--- config.mk ---
export PLATFORM = sky130hd
export DESIGN_NAME = mem_port_arbiter
export DESIGN_NICKNAME = d
export VERILOG_FILES = /design/src/rtl/mem_port_arbiter.sv
export SDC_FILE = /design/constraint.sdc
export NUM_CORES = 1
export LEC_CHECK = 0
export ABC_AREA = 0
export CAP_MARGIN = 20
export CORE_MARGIN = 2
export CORE_UTILIZATION = 48
export DETAILED_ROUTE_END_ITERATION = 6
export PLACE_DENSITY = 0.86
export SYNTH_ARGS = -nofsm -noshare
export SYNTH_HDL_FRONTEND = slang
export SYNTH_SLANG_ARGS = --single-unit
--- constraint.sdc ---
create_clock -name CLK -period 4.06 [get_ports CLK]
set_clock_uncertainty 0.05 [all_clocks]
set_input_delay 0.812 -clock CLK [delete_from_list [all_inputs] [get_ports CLK]]
set_output_delay 0.812 -clock CLK [all_outputs]
set_load 0.01 [all_outputs]
--- src/rtl/mem_port_arbiter.sv ---
// rtl/mem_port_arbiter.sv - fetch/data arbiter for one shared single-port memory
module mem_port_arbiter #(
  parameter int STARVE_MAX = 4,
  parameter int TIMEOUT    = 255
) (
  input  logic        CLK,
  input  logic        RESN,
  input  logic        IREQ,
  input  logic [31:0] IADDR,
  output logic [31:0] IRDATA,
  output logic        IACK,
  output logic        IERR,
  input  logic        DRD,
  input  logic        DWR,
  input  logic [31:0] DADDR,
  input  logic [31:0] DATAO,
  input  logic [2:0]  DLEN,
  output logic [31:0] DRDATA,
  output logic        DACK,
  output logic        DERR,
  output logic        M_REQ,
  output logic        M_WE,
  output logic [31:0] M_ADDR,
  output logic [3:0]  M_BE,
  output logic [31:0] M_WDATA,
  input  logic [31:0] M_RDATA,
  input  logic        M_READY,
  output logic        STALL
);

  localparam logic [3:0] STARVE_LIM = 4'(STARVE_MAX);
  localparam logic [9:0] TO_LIM     = 10'(TIMEOUT);

  typedef enum logic [1:0] {IDLE, BUSY, DONE} state_t;

  state_t      state;
  logic [3:0]  starve_cnt;
  logic [9:0]  to_cnt;
  logic        served_fetch;
  logic [1:0]  d_off;
  logic [2:0]  d_len;

  logic        data_pend;
  logic        rule_fetch;
  logic        rule_data;
  logic        may_grant;
  logic        in_done;
  logic        grant_fetch;
  logic        grant_data;
  logic        len_byte;
  logic        len_half;
  logic        len_word;
  logic        data_legal;
  logic [3:0]  d_be;
  logic [31:0] d_wdata;
  logic [31:0] rd_shift;
  logic [31:0] rd_data;

  // Fetch address bits [1:0] carry no meaning for a word fetch.
  logic unused_iaddr_lsb;
  assign unused_iaddr_lsb = ^IADDR[1:0];

  // Grant decision; in DONE the just-served requester still shows its stale
  // request, so if the priority rule picks it the arbiter falls back to IDLE.
  always_comb begin
    data_pend   = DRD | DWR;
    rule_fetch  = IREQ & (~data_pend | (starve_cnt == STARVE_LIM));
    rule_data   = data_pend & ~rule_fetch;
    in_done     = (state == DONE);
    may_grant   = (state == IDLE) | in_done;
    grant_fetch = may_grant & rule_fetch & ~(in_done & served_fetch);
    grant_data  = may_grant & rule_data & ~(in_done & ~served_fetch);
  end

  // Data request decode: legality, byte enables and write lane shift.
  always_comb begin
    len_byte   = (DLEN == 3'b001);
    len_half   = (DLEN == 3'b010);
    len_word   = (DLEN == 3'b100);
    data_legal = ~(DRD & DWR) & (len_byte | len_half | len_word)
               & ~(len_half & DADDR[0]) & ~(len_word & (|DADDR[1:0]));
    d_be = 4'b0000;
    case (DLEN)
      3'b001:  d_be = 4'b0001 << DADDR[1:0];
      3'b010:  d_be = 4'b0011 << {DADDR[1], 1'b0};
      3'b100:  d_be = 4'b1111;
      default: d_be = 4'b0000;
    endcase
    d_wdata = DATAO << {DADDR[1:0], 3'b000};
  end

  // Read return: move the addressed lane down and zero the unused upper bytes.
  always_comb begin
    rd_shift = M_RDATA >> {d_off, 3'b000};
    rd_data  = rd_shift;
    case (d_len)
      3'b001:  rd_data = {24'h0, rd_shift[7:0]};
      3'b010:  rd_data = {16'h0, rd_shift[15:0]};
      default: rd_data = rd_shift;
    endcase
  end

  assign STALL = (IREQ & ~IACK) | ((DRD | DWR) & ~DACK);

  // Arbiter FSM with all memory-side and requester-side outputs registered.
  always_ff @(posedge CLK or negedge RESN) begin
    if (!RESN) begin
      state        <= IDLE;
      starve_cnt   <= 4'd0;
      to_cnt       <= 10'd0;
      served_fetch <= 1'b0;
      d_off        <= 2'b00;
      d_len        <= 3'b000;
      IRDATA       <= 32'h0;
      IACK         <= 1'b0;
      IERR         <= 1'b0;
      DRDATA       <= 32'h0;
      DACK         <= 1'b0;
      DERR         <= 1'b0;
      M_REQ        <= 1'b0;
      M_WE         <= 1'b0;
      M_ADDR       <= 32'h0;
      M_BE         <= 4'b0000;
      M_WDATA      <= 32'h0;
    end else begin
      IACK <= 1'b0;
      IERR <= 1'b0;
      DACK <= 1'b0;
      DERR <= 1'b0;

      if (!IREQ || grant_fetch) begin
        starve_cnt <= 4'd0;
      end else if (grant_data) begin
        starve_cnt <= starve_cnt + 4'd1;
      end

      case (state)
        IDLE, DONE: begin
          M_REQ <= 1'b0;
          if (grant_fetch) begin
            state        <= BUSY;
            served_fetch <= 1'b1;
            to_cnt       <= 10'd0;
            M_REQ        <= 1'b1;
            M_WE         <= 1'b0;
            M_BE         <= 4'b1111;
            M_ADDR       <= {IADDR[31:2], 2'b00};
          end else if (grant_data) begin
            served_fetch <= 1'b0;
            d_off        <= DADDR[1:0];
            d_len        <= DLEN;
            if (data_legal) begin
              state   <= BUSY;
              to_cnt  <= 10'd0;
              M_REQ   <= 1'b1;
              M_WE    <= DWR;
              M_BE    <= d_be;
              M_ADDR  <= {DADDR[31:2], 2'b00};
              M_WDATA <= d_wdata;
            end else begin
              state  <= DONE;
              DACK   <= 1'b1;
              DERR   <= 1'b1;
              DRDATA <= 32'h0;
            end
          end else begin
            state <= IDLE;
          end
        end
        BUSY: begin
          if (M_READY || (to_cnt == TO_LIM)) begin
            state <= DONE;
            M_REQ <= 1'b0;
            M_WE  <= 1'b0;
            M_BE  <= 4'b0000;
            if (served_fetch) begin
              IACK   <= 1'b1;
              IERR   <= ~M_READY;
              IRDATA <= M_READY ? M_RDATA : 32'h0;
            end else begin
              DACK   <= 1'b1;
              DERR   <= ~M_READY;
              DRDATA <= M_READY ? rd_data : 32'h0;
            end
          end else begin
            to_cnt <= to_cnt + 10'd1;
          end
        end
        default: begin
          state <= IDLE;
          M_REQ <= 1'b0;
        end
      endcase
    end
  end

endmodule
==> flow_summary.toml <==
[outcome]
status = "completed"

[setup_path]
crit_required_ns = 4.31
crit_path_end_kind = "register"
startpoint_type = "input pin"
cp_data_arrival_time_ns = 3.33
crit_fanout = 89
crit_type = "input pin to register"

[placed_design]
place_congestion = 0.881
place_ws_ns = 0.650
dp.cells = 1135
placed_cell_area_sq_mm = 0.0103
dp.final_hpwl_mm = 16.1
port_buffers = 271

[yosys]
ys_seq_area_frac = 0.529
synthFlopType = "dfrtp_1"
synth_cell_types = 52
synth.avg_cell_area_sq_um = 10.4
ys_ff_latch = 158
ys_warn_count = 0
async_flop_share = 1.00
netlist_instances = 719
synth-edff-count = 0
syn-cell-area_sq_mm = 0.00748

[global_route]
antenna_found_initial = 0
grt_pass1_wl_mm = 35.9
grt_remaining_overflow = 0
grtUsageTotal = 0.278
grt_pass1_vias = 6600
grt_max_degree = 90

[cells_and_area]
postLayoutCellArea_sq_mm = 0.0109
final_common_cell = "clkdlybuf4s50_1"
fillerInstances = 1128
drive_above_1_share = 0.0738
layout.cells.non_filler = 1164
nNetsFinal = 1106
final_cell_mix = "270 x clkdlybuf4s50_1, 158 x dfrtp_1, 79 x nand2_1, 46 x nand3_1, 36 x mux2i_1"
antennaDiodeCount = 0
synthToLayoutAreaGrowth_pct = 45.9

[floorplanning]
dieArea_sq_mm = 0.0166
initial_utilization = 0.492
die_w_um = 129
die_h_um = 129
num_rows = 45
io_pins = 276
core_area_sq_mm = 0.0152

[sta]
slew_viol_final = 0
tightestPinTransition_ns = 0.990
fin_tns_setup_ns = 0
rsz0062_at_grt = "no"
max_freq_mhz = 325
hold_ws_ns = 0.316
slew-limit-headroom = 0.340
setup_violations = 0
period_share = 0.757
period_minus_slack_ns = 3.07
fin_ws_ns = 0.986
hold_viol_final = 0

[route]
drtIter0Drc = 503
drc = 0
via_per_inst = 5.85
wl_per_cell_um = 19.8
first_pass_iters = 5
ant_nets = 0
wl_mm = 23.1
vias = 6806

[clock_network]
cts_hold_buf = 0
clkLatencyLatePin_ns = 0.42
cts_tree = "built"
clkTransAtPathRegs_ns = 0.07
post_cts_buffers = 0
cts_buffers = 17
htreeDepth = 4
clk_path_buf_depth = 2
root_buffer = "clkbuf_16"
clock-sinks = 158
cts-resized-gates = 0

[power]
p_switching_w = 0.00241
p_leak_nw = 4.80
clkPwrFrac = 0.225
irDropWorstVdd_v = 0.000486
combinationalPowerShare = 0.412
power_density_mw_per_mm2 = 661
swShare = 0.334
p_int_w = 0.00480
pwr-share-seq = 0.363

[hold_path]
hold_class = "input pin to asynchronous set/reset pin"

[run]
max_cap_violations = 0
==> worst max-delay path: stages <==
cell             delay (ns)
clkdlybuf4s50_1        0.56
nor3b_1                0.52
a211o_1                0.33
nand3_2                0.09
buf_4                  0.38
and3_1                 0.31
a221o_1                0.28
==> cell families (layout without fill, tap and decap cells) <==
| family | count (synthesis) | count (layout) | share of synthesized area |
|---|---|---|---|
| and+or+nand+nor | 240 | 240 | 0.158 |
| buffers and inverters | 75 | 331 | 0.0442 |
| adders and majority gates | 3 | 3 | 0.00502 |
| AOI/OAI and AO/OA | 185 | 185 | 0.184 |
| DFF | 158 | 158 | 0.529 |
| other | 1 | 2 | 0.000502 |
| muxes | 51 | 51 | 0.0733 |
| xor gates and xnor gates | 6 | 6 | 0.00703 |
==> path summary, 6_finish.rpt <==
| check | startpoint | depth (start not counted) | end | slack (ns) |
|---|---|---|---|---|
| worst max-delay path | DLEN[2] | 7 | M_ADDR[14]$_DFFE_PN0P_ | 0.99 |
| worst min-delay path | RESN | 1 | IRDATA[28]$_DFFE_PN0P_ | 0.32 |
| worst max register to register | state[0]$_DFFE_PN0P_ | 5 | DRDATA[27]$_DFFE_PN0P_ | 1.43 |
| worst min register to register | M_WDATA[4]$_DFFE_PN0P_ | 2 | M_WDATA[4]$_DFFE_PN0P_ | 0.42 |
| max in group asynchronous | RESN | 2 | DRDATA[5]$_DFFE_PN0P_ | 2.75 |
| min in group CLK | M_WDATA[4]$_DFFE_PN0P_ | 2 | M_WDATA[4]$_DFFE_PN0P_ | 0.42 |
==> registers in the layout, summed over array words and instances, names as in the netlist, 3 cells and up <==
name,count
DRDATA,32
IRDATA,32
M_ADDR,30
M_BE,4
M_WDATA,32
d_len,3
starve_cnt,4
to_cnt,10
==> synth_stat cells (2+ instances only) <==
master / number / area [sq um]
buf_6: 5 / 56.3
a41oi_1: 2 / 17.5
o31ai_1: 24 / 180
o22ai_1: 2 / 12.5
nor4_1: 2 / 12.5
o21ai_0: 24 / 120
mux2_2: 10 / 113
nor2_1: 34 / 128
nand2b_1: 3 / 18.8
clkbuf_1: 45 / 169
nand3_1: 47 / 235
a211oi_1: 24 / 180
dfrtp_1: 158 / 3950
and3_1: 34 / 213
inv_1: 12 / 45.0
nor2b_1: 19 / 119
mux2i_1: 36 / 360
and2_1: 2 / 12.5
xor2_1: 2 / 17.5
buf_2: 3 / 15.0
a221o_1: 30 / 300
ha_1: 3 / 37.5
o211ai_1: 2 / 15.0
o311ai_0: 2 / 17.5
nor3b_1: 3 / 22.5
a21oi_1: 31 / 155
a31oi_1: 5 / 31.3
xnor2_1: 4 / 35.0
nor3_1: 6 / 30.0
mux2_4: 5 / 75.1
buf_1: 8 / 30.0
a22o_1: 32 / 280
nand2_1: 79 / 297
buf_4: 2 / 15.0
nor4b_1: 2 / 17.5
==> cell type report <==
type,instances,area (sq um),area share
flip-flops and latches,158,3950,0.362
well taps,188,235,0.0216
inverters,12,45.0,0.00413
repair buffers,290,2870,0.263
multi-input cells,487,3220,0.295
clock inverters,11,158,0.0145
clock buffers,18,429,0.0393
==> stage by stage <==
step | total power, W | utilization
floorplan | 0.00401 | -
global placement | 0.00549 | 0.679
detailed placement | 0.00557 | 0.679
CTS | 0.00724 | 0.718
global route | 0.00758 | 0.718
finish | 0.00721 | 0.718
==> per-layer routing <==
metal | part of all wire | vias to the layer above | global-route usage
met3 | 0.072 | 57 | 0.0644
met4 | 0.034 | 0 | 0.113
met5 | 0 | - | 0
met2 | 0.48 | 313 | 0.444
li1 | - | 3129 | -
met1 | 0.41 | 3307 | 0.369
==> power by group through the flow <==
| stage | registers (W) | logic (W) | clock network [W] |
|---|---|---|---|
| 2_1_floorplan | 0.00273 | 0.00128 | 0 |
| 3_3_place_gp | 0.00260 | 0.00289 | 0 |
| 3_5_place_dp | 0.00261 | 0.00296 | 0 |
| 4_1_cts | 0.00261 | 0.00298 | 0.00164 |
| 5_1_grt | 0.00269 | 0.00318 | 0.00171 |
| 6_report | 0.00262 | 0.00297 | 0.00162 |
No activity file was read; power rests on OpenSTA's default activity.
